`src/rtl/riscv_pkg.sv`:
```
// Shared encodings for the multi-cycle RV32I control FSM: opcodes, states,
// datapath steering codes and the decoded opcode class.
package riscv_pkg;

    localparam logic [6:0] OPC_LOAD     = 7'b0000011;
    localparam logic [6:0] OPC_MISC_MEM = 7'b0001111;
    localparam logic [6:0] OPC_OP_IMM   = 7'b0010011;
    localparam logic [6:0] OPC_AUIPC    = 7'b0010111;
    localparam logic [6:0] OPC_STORE    = 7'b0100011;
    localparam logic [6:0] OPC_OP       = 7'b0110011;
    localparam logic [6:0] OPC_LUI      = 7'b0110111;
    localparam logic [6:0] OPC_BRANCH   = 7'b1100011;
    localparam logic [6:0] OPC_JALR     = 7'b1100111;
    localparam logic [6:0] OPC_JAL      = 7'b1101111;
    localparam logic [6:0] OPC_SYSTEM   = 7'b1110011;

    typedef enum logic [2:0] {
        ST_FETCH     = 3'd0,
        ST_DECODE    = 3'd1,
        ST_EXECUTE   = 3'd2,
        ST_MEMORY    = 3'd3,
        ST_WRITEBACK = 3'd4,
        ST_TRAP      = 3'd5
    } state_t;

    localparam logic [1:0] ALU_ADD    = 2'd0;
    localparam logic [1:0] ALU_FUNCT  = 2'd1;
    localparam logic [1:0] ALU_CMP    = 2'd2;
    localparam logic [1:0] ALU_PASS_B = 2'd3;

    localparam logic [2:0] IMM_I = 3'd0;
    localparam logic [2:0] IMM_S = 3'd1;
    localparam logic [2:0] IMM_B = 3'd2;
    localparam logic [2:0] IMM_U = 3'd3;
    localparam logic [2:0] IMM_J = 3'd4;

    localparam logic [1:0] WB_ALU = 2'd0;
    localparam logic [1:0] WB_MEM = 2'd1;
    localparam logic [1:0] WB_PC4 = 2'd2;

    localparam logic [1:0] PC_PLUS4 = 2'd0;
    localparam logic [1:0] PC_IMM   = 2'd1;
    localparam logic [1:0] PC_ALU   = 2'd2;

    typedef enum logic [3:0] {
        CL_NONE,
        CL_OP,
        CL_OP_IMM,
        CL_LUI,
        CL_AUIPC,
        CL_JAL,
        CL_JALR,
        CL_BRANCH,
        CL_LOAD,
        CL_STORE,
        CL_FENCE,
        CL_SYSTEM,
        CL_ILLEGAL
    } op_class_t;

endpackage

```
`src/rtl/op_classify.sv`:
```
// Combinational opcode/funct3 legality check and instruction classification.
module op_classify
    import riscv_pkg::*;
(
    input  logic [6:0] opcode,
    input  logic [2:0] funct3,
    output op_class_t  op_class
);

    // Anything not explicitly recognised falls through as illegal.
    always_comb begin
        op_class = CL_ILLEGAL;
        case (opcode)
            OPC_OP:       op_class = CL_OP;
            OPC_OP_IMM:   op_class = CL_OP_IMM;
            OPC_LUI:      op_class = CL_LUI;
            OPC_AUIPC:    op_class = CL_AUIPC;
            OPC_JAL:      op_class = CL_JAL;
            OPC_JALR:     if (funct3 == 3'b000) op_class = CL_JALR;
            OPC_BRANCH:   if (funct3 != 3'b010 && funct3 != 3'b011) op_class = CL_BRANCH;
            OPC_LOAD:     if (funct3 inside {3'b000, 3'b001, 3'b010, 3'b100, 3'b101}) op_class = CL_LOAD;
            OPC_STORE:    if (funct3 inside {3'b000, 3'b001, 3'b010}) op_class = CL_STORE;
            OPC_MISC_MEM: op_class = CL_FENCE;
            OPC_SYSTEM:   op_class = CL_SYSTEM;
            default:      op_class = CL_ILLEGAL;
        endcase
    end

endmodule

```
`src/rtl/control_fsm.sv`:
```
// Multi-cycle RV32I control FSM: fetch/decode/execute/memory/writeback
// sequencing, datapath steering and a retired-instruction counter.
module control_fsm
    import riscv_pkg::*;
(
    input  logic        clk,
    input  logic        rst_n,
    input  logic [6:0]  opcode,
    input  logic [2:0]  funct3,
    input  logic        imem_ack,
    input  logic        dmem_ack,
    input  logic        branch_cond,
    output logic        imem_req,
    output logic        ir_load,
    output logic        dmem_req,
    output logic        dmem_we,
    output logic        alu_src_a,
    output logic        alu_src_b,
    output logic [1:0]  alu_mode,
    output logic [2:0]  imm_sel,
    output logic        reg_write,
    output logic [1:0]  wb_sel,
    output logic        pc_write,
    output logic [1:0]  pc_src,
    output logic        trap,
    output logic [2:0]  state,
    output logic [31:0] instret
);

    state_t    cur;
    op_class_t cls;
    op_class_t dec_class;
    logic      run;
    logic      active;
    logic [31:0] count;

    op_classify u_classify (
        .opcode   (opcode),
        .funct3   (funct3),
        .op_class (dec_class)
    );

    // run holds off the first FETCH until rst_n has been sampled high once,
    // and the combinational rst_n term blanks outputs while reset is asserted.
    assign active  = rst_n & run;
    assign state   = cur;
    assign instret = active ? count : 32'd0;

    // State sequencing, opcode-class latch and retire counter.
    always_ff @(posedge clk) begin
        if (!rst_n) begin
            cur   <= ST_FETCH;
            cls   <= CL_NONE;
            count <= 32'd0;
            run   <= 1'b0;
        end else if (!run) begin
            run <= 1'b1;
        end else begin
            case (cur)
                ST_FETCH: begin
                    if (imem_ack) cur <= ST_DECODE;
                end
                ST_DECODE: begin
                    cls <= dec_class;
                    case (dec_class)
                        CL_ILLEGAL, CL_SYSTEM: cur <= ST_TRAP;
                        CL_FENCE:              cur <= ST_WRITEBACK;
                        default:               cur <= ST_EXECUTE;
                    endcase
                end
                ST_EXECUTE: begin
                    case (cls)
                        CL_BRANCH: begin
                            cur   <= ST_FETCH;
                            count <= count + 32'd1;
                        end
                        CL_LOAD, CL_STORE: cur <= ST_MEMORY;
                        default:           cur <= ST_WRITEBACK;
                    endcase
                end
                ST_MEMORY: begin
                    if (dmem_ack) begin
                        if (cls == CL_STORE) begin
                            cur   <= ST_FETCH;
                            count <= count + 32'd1;
                        end else begin
                            cur <= ST_WRITEBACK;
                        end
                    end
                end
                ST_WRITEBACK: begin
                    cur   <= ST_FETCH;
                    count <= count + 32'd1;
                end
                ST_TRAP: cur <= ST_TRAP;
                default: cur <= ST_TRAP;
            endcase
        end
    end

    // Control outputs decoded from state and latched class; only the
    // handshake cycles (ir_load, store pc_write) and branch pc_src look at inputs.
    always_comb begin
        imem_req  = 1'b0;
        ir_load   = 1'b0;
        dmem_req  = 1'b0;
        dmem_we   = 1'b0;
        alu_src_a = 1'b0;
        alu_src_b = 1'b0;
        alu_mode  = ALU_ADD;
        imm_sel   = IMM_I;
        reg_write = 1'b0;
        wb_sel    = WB_ALU;
        pc_write  = 1'b0;
        pc_src    = PC_PLUS4;
        trap      = 1'b0;
        if (active) begin
            case (cur)
                ST_FETCH: begin
                    imem_req = 1'b1;
                    ir_load  = imem_ack;
                end
                ST_EXECUTE: begin
                    case (cls)
                        CL_OP: alu_mode = ALU_FUNCT;
                        CL_OP_IMM: begin
                            alu_src_b = 1'b1;
                            alu_mode  = ALU_FUNCT;
                        end
                        CL_LUI: begin
                            alu_src_b = 1'b1;
                            alu_mode  = ALU_PASS_B;
                            imm_sel   = IMM_U;
                        end
                        CL_AUIPC: begin
                            alu_src_a = 1'b1;
                            alu_src_b = 1'b1;
                            imm_sel   = IMM_U;
                        end
                        CL_JAL:  imm_sel = IMM_J;
                        CL_JALR: alu_src_b = 1'b1;
                        CL_LOAD: alu_src_b = 1'b1;
                        CL_STORE: begin
                            alu_src_b = 1'b1;
                            imm_sel   = IMM_S;
                        end
                        CL_BRANCH: begin
                            alu_mode = ALU_CMP;
                            imm_sel  = IMM_B;
                            pc_write = 1'b1;
                            pc_src   = branch_cond ? PC_IMM : PC_PLUS4;
                        end
                        default: ;
                    endcase
                end
                ST_MEMORY: begin
                    dmem_req = 1'b1;
                    dmem_we  = (cls == CL_STORE);
                    pc_write = (cls == CL_STORE) && dmem_ack;
                end
                ST_WRITEBACK: begin
                    reg_write = (cls != CL_FENCE);
                    pc_write  = 1'b1;
                    case (cls)
                        CL_LOAD:         wb_sel = WB_MEM;
                        CL_JAL, CL_JALR: wb_sel = WB_PC4;
                        default:         wb_sel = WB_ALU;
                    endcase
                    case (cls)
                        CL_JAL:  pc_src = PC_IMM;
                        CL_JALR: pc_src = PC_ALU;
                        default: pc_src = PC_PLUS4;
                    endcase
                end
                ST_TRAP: trap = 1'b1;
                default: ;
            endcase
        end
    end

endmodule

```
`config.mk`:
```
export PLATFORM = sky130hd
export DESIGN_NAME = control_fsm
export DESIGN_NICKNAME = d
export VERILOG_FILES = /design/src/rtl/riscv_pkg.sv /design/src/rtl/op_classify.sv /design/src/rtl/control_fsm.sv
export SDC_FILE = /design/constraint.sdc
export NUM_CORES = 1
export LEC_CHECK = 0
export CAP_MARGIN = 20
export CORE_MARGIN = 2
export CORE_UTILIZATION = 35
export CTS_CLUSTER_SIZE = 10
export DETAILED_ROUTE_END_ITERATION = 16
export PLACE_DENSITY = 0.71
export SLEW_MARGIN = 20
export SYNTH_ARGS = -nofsm -noshare
export SYNTH_HDL_FRONTEND = slang
export SYNTH_SLANG_ARGS = --single-unit
export TNS_END_PERCENT = 20
```
`constraint.sdc`:
```
create_clock -name clk -period 2.4 [get_ports clk]
set_input_delay 0.6 -clock clk [delete_from_list [all_inputs] [get_ports clk]]
set_output_delay 0.6 -clock clk [all_outputs]
set_load 0.02 [all_outputs]
```
==> results of run 1 <==
worst max-delay path by stage:
stage                        start          end  slack (ns)  cells past startpoint
after detailed placement     rst_n  alu_mode[0]       -0.58                      6
after global placement       rst_n  alu_mode[0]       -0.55                      6
after global routing      dmem_ack     pc_write       -0.06                      6
after CTS                 dmem_ack     pc_write        0.02                      6
final                     dmem_ack     pc_write        0.01                      6
after floorplan           state[0]      dmem_we       -0.12                      4
where the power goes:
| part | total (mW) | internal (mW) | switching [mW] |
|---|---|---|---|
| Sequential | 0.680 | 0.671 | 0.00846 |
| Combinational | 0.272 | 0.120 | 0.152 |
| Clock | 0.600 | 0.340 | 0.259 |
synth_stat cells, types with 2 or more instances:
| cell | instances |
|---|---|
| clkbuf_1 | 23 |
| or4_1 | 18 |
| a21boi_0 | 4 |
| a21oi_1 | 35 |
| o21a_1 | 2 |
| and2_1 | 3 |
| nor3b_1 | 2 |
| o22ai_1 | 2 |
| o211ai_1 | 2 |
| a31oi_1 | 2 |
| and3_1 | 28 |
| xnor2_1 | 2 |
| buf_2 | 2 |
| and4_1 | 3 |
| nand2_1 | 26 |
| o31ai_1 | 19 |
| a221oi_1 | 4 |
| nor3_1 | 8 |
| nand4_1 | 8 |
| mux2i_1 | 3 |
| or3_1 | 9 |
| nand3b_1 | 3 |
| o221ai_1 | 2 |
| and3b_1 | 2 |
| dfxtp_1 | 40 |
| nand3_1 | 15 |
| xor2_1 | 3 |
| nor2b_1 | 6 |
| o21ai_0 | 20 |
| buf_6 | 2 |
| nand4_4 | 2 |
| nand2b_1 | 6 |
| and4b_1 | 3 |
| nor2_1 | 33 |
| nor4_1 | 5 |
| inv_1 | 15 |
| a211oi_1 | 3 |
state kept, by name, summed over array words and instances, names as in the netlist:
name,flops
count,32
cls,4
state,3
run,1
cell type report:
class,instances,area [sq um]
Timing Repair Buffer,110,933.4
Multi-Input combinational cell,304,1951
Inverter,16,60.06
Sequential cell,40,800.8
Tap cell,105,131.4
Fill cell,809,4136
Clock buffer,6,82.58
Clock inverter,2,38.79
logic make-up after synthesis:
family / Yosys count / share of synthesized area (%)
simple gates: 188 / 39.19
xor+xnor: 5 / 1.499
compound gates: 105 / 23.21
fa+ha+maj: 2 / 0.7708
buf+inv: 45 / 6.509
mux: 4 / 1.413
flops: 40 / 27.41
layer usage:
metal	vias to the layer above	wire length (um)	part of all wire (%)
li1	1630	-	-
met4	0	70	0.81
met1	1565	4118	48
met3	5	483	5.6
met5	-	0	0
met2	96	3950	46
through the flow:
step	std cells	power, mW	worst slack [ns]	util (%)	hold WS [ns]
2_1_floorplan	389	0.8496	-0.1245	-	0.4474
3_3_place_gp	575	0.9602	-0.5464	48.38	0.4686
3_5_place_dp	575	0.9627	-0.5761	48.38	0.4761
4_1_cts	583	1.556	0.01866	49.08	0.4924
5_1_grt	583	1.620	-0.05816	49.15	0.5250
6_report	583	1.551	0.01365	49.15	0.4997
worst max-delay path, stage by stage:
cell	delay [ns]
clkdlybuf4s50_1	0.52
nor2b_2	0.08
o22ai_4	0.11
o311ai_0	0.15
nor2_1	0.16
buf_4	0.16
==> reports/metrics.csv, run 1 <==
stage,metric,value,unit
run_status,status,"complete, no violations",
synth,top post-synthesis cells by area,"dfxtp_1 27%, a21oi_1 6.0%, and3_1 6.0%, o31ai_1 4.9%, or4_1 4.6%",
timing,Least-Margin Pin Slew,0.3791,ns
timing,RSZ-0062 raised after global routing,yes,
grt,routing usage on met2,30.22,%
die,DIE HEIGHT,95.37,um
clock_tree,insertion delay to the later sink of the worst-skew pair,0.30,ns
synth,Synth cell types,61,
worst_setup_path,reg2reg setup slack,0.24,ns
clock_tree,CTS Hold Bufs,0,
worst_setup_path,crit path DAT,1.79,ns
synth,Syn. warnings,0,
timing,Tcrit/Tclk final,99.43,%
worst_setup_path,Reg-to-Reg Start,count[7],
worst_setup_path,Worst R2R End,count[28],
timing,setup_tns,0,ns
die,die area,0.009094,sq mm
placement,routability cong.,0.8504,
timing,clk_skew,0.008373,ns
finish,fin area,0.003998,sq mm
clock_tree,Post-CTS Setup Bufs,0,
worst_setup_path,Critical Path RT,1.80,ns
clock_tree,post-CTS sizing,131,
synth,syn_nets,405,
clock_tree,CTS sink cnt,40,
grt,number of global-route vias before repair,3039,
finish,area grow syn2layout,36.83,%
grt,largest net degree at the start of global routing,34,
grt,met3 Resource Use GR,3.399,%
routing,DRT iter0 DRCs,197,
clock_tree,CTS tree,yes,
routing,final wirelength,8623,um
die,Starting Density,35.92,%
routing,First-pass DRT Iterations,4,
min_path,Worst Min Path Start,count[29],
grt,initial antenna violation count,0,
grt,most used routing layer,met2,
timing,Max Clk Rate,419.0,MHz
clock_tree,CTS Buf Count,5,
synth,syn_area_per_cell,7.510,sq um
finish,share of cells above drive strength 1,18.83,%
power,power density over cell area,388.0,mW/mm^2
clock_tree,Clock transition at path regs,0.09,ns
finish,"commonest non-fill, non-tap cell in the layout",buf_4,
die,number of cell rows,33,
finish,most frequent cells in the layout,"41 x buf_4, 40 x dfxtp_1, 35 x a21oi_1",
synth,largest area contributor in the netlist,dfxtp_1,
grt,first-pass GRT wire length,13890,um
timing,Final Setup Violations,0,
worst_setup_path,R2R depth,5,
finish,# nets final,493,
die,Core Region,0.008134,sq mm
power,Max VDD drop,0.2382,mV
grt,routing usage on met1,26.24,%
worst_setup_path,critical path class,input pin to output pin,
timing,Final Hold Viols,0,
synth,Synth Register Bits,40,
job,Max-Cap Viols,0,
clock_tree,root buf cell,clkbuf_8,
min_path,Hold Crit Endpoint,count[29],
routing,residual DRC count,0,
power,Leak Pwr,1.631,nW
grt,GRT Total Usage,18.94,%
min_path,HP Class,flop to flop,
synth,cell area after synthesis,0.002922,sq mm
synth,Synth Flop Type,dfxtp_1,
worst_setup_path,Max Fanout on Critical Path,3,
die,IO Pins,68,
placement,IO buf count,67,
worst_setup_path,crit path capture type,output pin,
worst_setup_path,Startpoint Class,input pin,
routing,post-route ant nets,0,
synth,Post-Synthesis Cells,389,
routing,via count,3296,
synth,"FFs w/ async S/R, synth",0,%
timing,max-slew violation count,0,
synth,Post-synth EDFFs,0,
clock_tree,clock tree buffer depth,2,
placement,dpl hpwl,6288,um
finish,n_diodes,0,
min_path,Hold Crit Depth,2,
placement,placed cell area,0.003935,sq mm
grt,total grt overflow,0,
routing,Via-to-Cell Ratio,5.654,
synth,top-area cell type share of the netlist area,27.41,%
die,Die X,95.37,um
timing,fin crit period,2.386,ns
routing,DR WL/cell,14.79,um
synth,sequential share of the synthesized area,27.41,%
timing,Rel. slew slack,74.46,%
clock_tree,H-tree levels,2,
Power figures use the tool's default switching activity.
==> run 2: changes to the inputs <==
- CAP_MARGIN: 20 -> not set
- HOLD_SLACK_MARGIN: not set -> 0.08
==> results of run 2 <==
Same layout as run 1: the final DEF is identical, and so are final timing and power.
==> run 3: changes to the inputs <==
- MAX_ROUTING_LAYER: not set -> met4
==> run 3 against run 2 <==
  * Cell area shrank 0.94%
  * Clock power is 27% lower
  * First-iteration DRC count shrank 5.6%
  * Global-route usage increased by 1.2 points
  * Critical path depth unchanged
  * Die area stayed put
  * Cell count down 0.17%
  * Register-to-register slack gained 0.03 ns
  * Via count shrank 1.8%
  * Sequential share of layout area up 0.19 points
==> reports/metrics.csv, run 3 (synthesis gave the netlist of run 1 again) <==
stage,metric,value,unit,change
grt,initial antenna violation count,0,,unchanged
die,DIE HEIGHT,95.37,um,unchanged
clock_tree,clock tree buffer depth,2,,unchanged
timing,Final Setup Violations,0,,unchanged
placement,placed instance count,575,,unchanged
worst_setup_path,Max Fanout on Critical Path,3,,unchanged
routing,DR WL/cell,14.76,um,-0.18%
clock_tree,insertion delay to the later sink of the worst-skew pair,0.29,ns,about the same
routing,post-route ant nets,0,,unchanged
clock_tree,CTS Hold Bufs,0,,unchanged
placement,routability cong.,0.8641,,+1.6%
power,power density over cell area,350.3,mW/mm^2,-9.7%
timing,fin worst setup slack,0.02688,ns,+0.01323 ns
timing,Least-Margin Pin Slew,0.3865,ns,+0.007407 ns
grt,number of global-route vias before repair,3029,,-0.33%
finish,max reg flops,32,,unchanged
clock_tree,Post-CTS Setup Bufs,0,,unchanged
die,number of cell rows,33,,unchanged
finish,Reg with most FFs,count,,
finish,most frequent cells in the layout,"41 x buf_4, 40 x dfxtp_1, 35 x a21oi_1",,
clock_tree,root buf cell,clkbuf_8,,
routing,via count,3237,,-1.8%
min_path,HP Class,flop to flop,,
timing,fin crit period,2.373,ns,-0.01323 ns
worst_setup_path,Reg-to-Reg Start,count[7],,
worst_setup_path,crit path capture type,output pin,,
worst_setup_path,reg2reg setup slack,0.27,ns,+0.03 ns
finish,share of cells above drive strength 1,17.82,%,-1.0 points
grt,total grt overflow,0,,unchanged
timing,clk_skew,0.01003,ns,+0.001661 ns
power,clock share of power,31.4,%,-7.3 points
die,Core Region,0.008134,sq mm,unchanged
worst_setup_path,Critical Path RT,1.80,ns,about the same
finish,fin area,0.003960,sq mm,-0.94%
power,Max VDD drop,0.2052,mV,-14%
clock_tree,CTS tree,yes,,
job,Max-Cap Viols,0,,unchanged
timing,Final Hold Viols,0,,unchanged
min_path,Worst Min Path Start,count[30],,
placement,dpl ws,-0.5542,ns,+0.02193 ns
finish,"commonest non-fill, non-tap cell in the layout",buf_4,,
timing,max-slew violation count,0,,unchanged
finish,n_diodes,0,,unchanged
routing,Via-to-Cell Ratio,5.562,,-1.6%
die,Starting Density,35.92,%,unchanged
finish,# nets final,493,,unchanged
worst_setup_path,critical path class,input pin to output pin,,
power,Psw,0.3981,mW,-5.2%
timing,Max Clk Rate,421.4,MHz,+0.56%
worst_setup_path,Startpoint Class,input pin,,
clock_tree,CTS sink cnt,40,,unchanged
die,die area,0.009094,sq mm,unchanged
power,Leak Pwr,1.598,nW,-2.0%
power,sequential share of power,49.0,%,+5.2 points
grt,first-pass GRT wire length,14460,um,+4.1%
placement,placed cell area,0.003935,sq mm,unchanged
grt,largest net degree at the start of global routing,34,,unchanged
finish,area grow syn2layout,35.55,%,
routing,final wirelength,8593,um,-0.35%
finish,Finished Layout Cells,582,,-0.17%
placement,IO buf count,67,,unchanged
finish,# fillers,842,,+4.1%
clock_tree,H-tree levels,2,,unchanged
timing,setup_tns,0,ns,unchanged
run_status,status,"complete, no violations",,
placement,dpl hpwl,6374,um,+1.4%
routing,residual DRC count,0,,unchanged
die,IO Pins,68,,unchanged
timing,Tcrit/Tclk final,98.88,%,-0.55 points
worst_setup_path,crit path from,dmem_ack,,
die,Die X,95.37,um,unchanged
timing,RSZ-0062 raised after global routing,yes,,
clock_tree,Clock transition at path regs,0.08,ns,about the same
routing,DRT iter0 DRCs,186,,-5.6%
power,total power,1.387,mW,-11%
power,Comb power frac,19.7,%,+2.2 points
power,Switching Share,28.70,%,+1.6 points
power,Int Power,0.9890,mW,-13%
routing,First-pass DRT Iterations,4,,unchanged
grt,GRT Total Usage,20.14,%,+1.2 points
worst_setup_path,crit path DAT,1.77,ns,-0.02 ns
clock_tree,CTS Buf Count,5,,unchanged
timing,Rel. slew slack,73.57,%,-0.89 points
==> run 3: power groups by stage <==
stage | clock network [mW] | logic [mW] | registers, mW
floorplan | 0 | 0.150 | 0.699
detailed placement | 0 | 0.267 | 0.695
CTS | 0.444 | 0.271 | 0.679
global route | 0.477 | 0.302 | 0.681
global placement | 0 | 0.266 | 0.694
finish | 0.435 | 0.273 | 0.679
==> run 3: metal layers <==
layer,share of wire (%),track usage [%],vias up,wire (um)
li1,-,-,1645,-
met1,49,28.40,1502,4251
met2,46,30.93,82,3950
met3,3.5,2.292,8,303
met4,1.0,4.589,0,87
met5,0,-,-,0
==> run 3: critical path: stages <==
cell	delay [ns]
clkdlybuf4s50_1	0.52
nor2b_2	0.08
o22ai_4	0.12
o311ai_0	0.15
nor2_1	0.14
buf_4	0.16
==> run 3: final timing paths <==
path | cells past startpoint | endpoint
worst max-delay path | 6 | pc_write
worst min-delay path | 2 | count[30]
worst max register to register | 5 | count[28]
worst min register to register | 2 | count[30]
==> run 3: layout make-up <==
| cell class | count | area, sq um | share of cell area (%) |
|---|---|---|---|
| Tap cell | 105 | 131.4 | 3.318 |
| Sequential cell | 40 | 800.8 | 20.22 |
| Inverter | 16 | 60.06 | 1.517 |
| Clock buffer | 5 | 68.82 | 1.738 |
| Timing Repair Buffer | 110 | 933.4 | 23.57 |
| Multi-Input combinational cell | 304 | 1953 | 49.32 |
| Clock inverter | 2 | 12.51 | 0.3160 |
==> run 3: stage by stage <==
step | hold slack, ns | util (%)
after CTS | 0.4876 | 48.62
after global routing | 0.5303 | 48.68
final | 0.4890 | 48.68
after detailed placement | 0.4770 | 48.38
after floorplan | 0.4474 | -
after global placement | 0.4685 | 48.38
==> run 3: timing repair <==
action | CTS | global route
setup endpoints to repair | 50 | 2
resized for setup | 127 | 2
cloned | 0 | 0
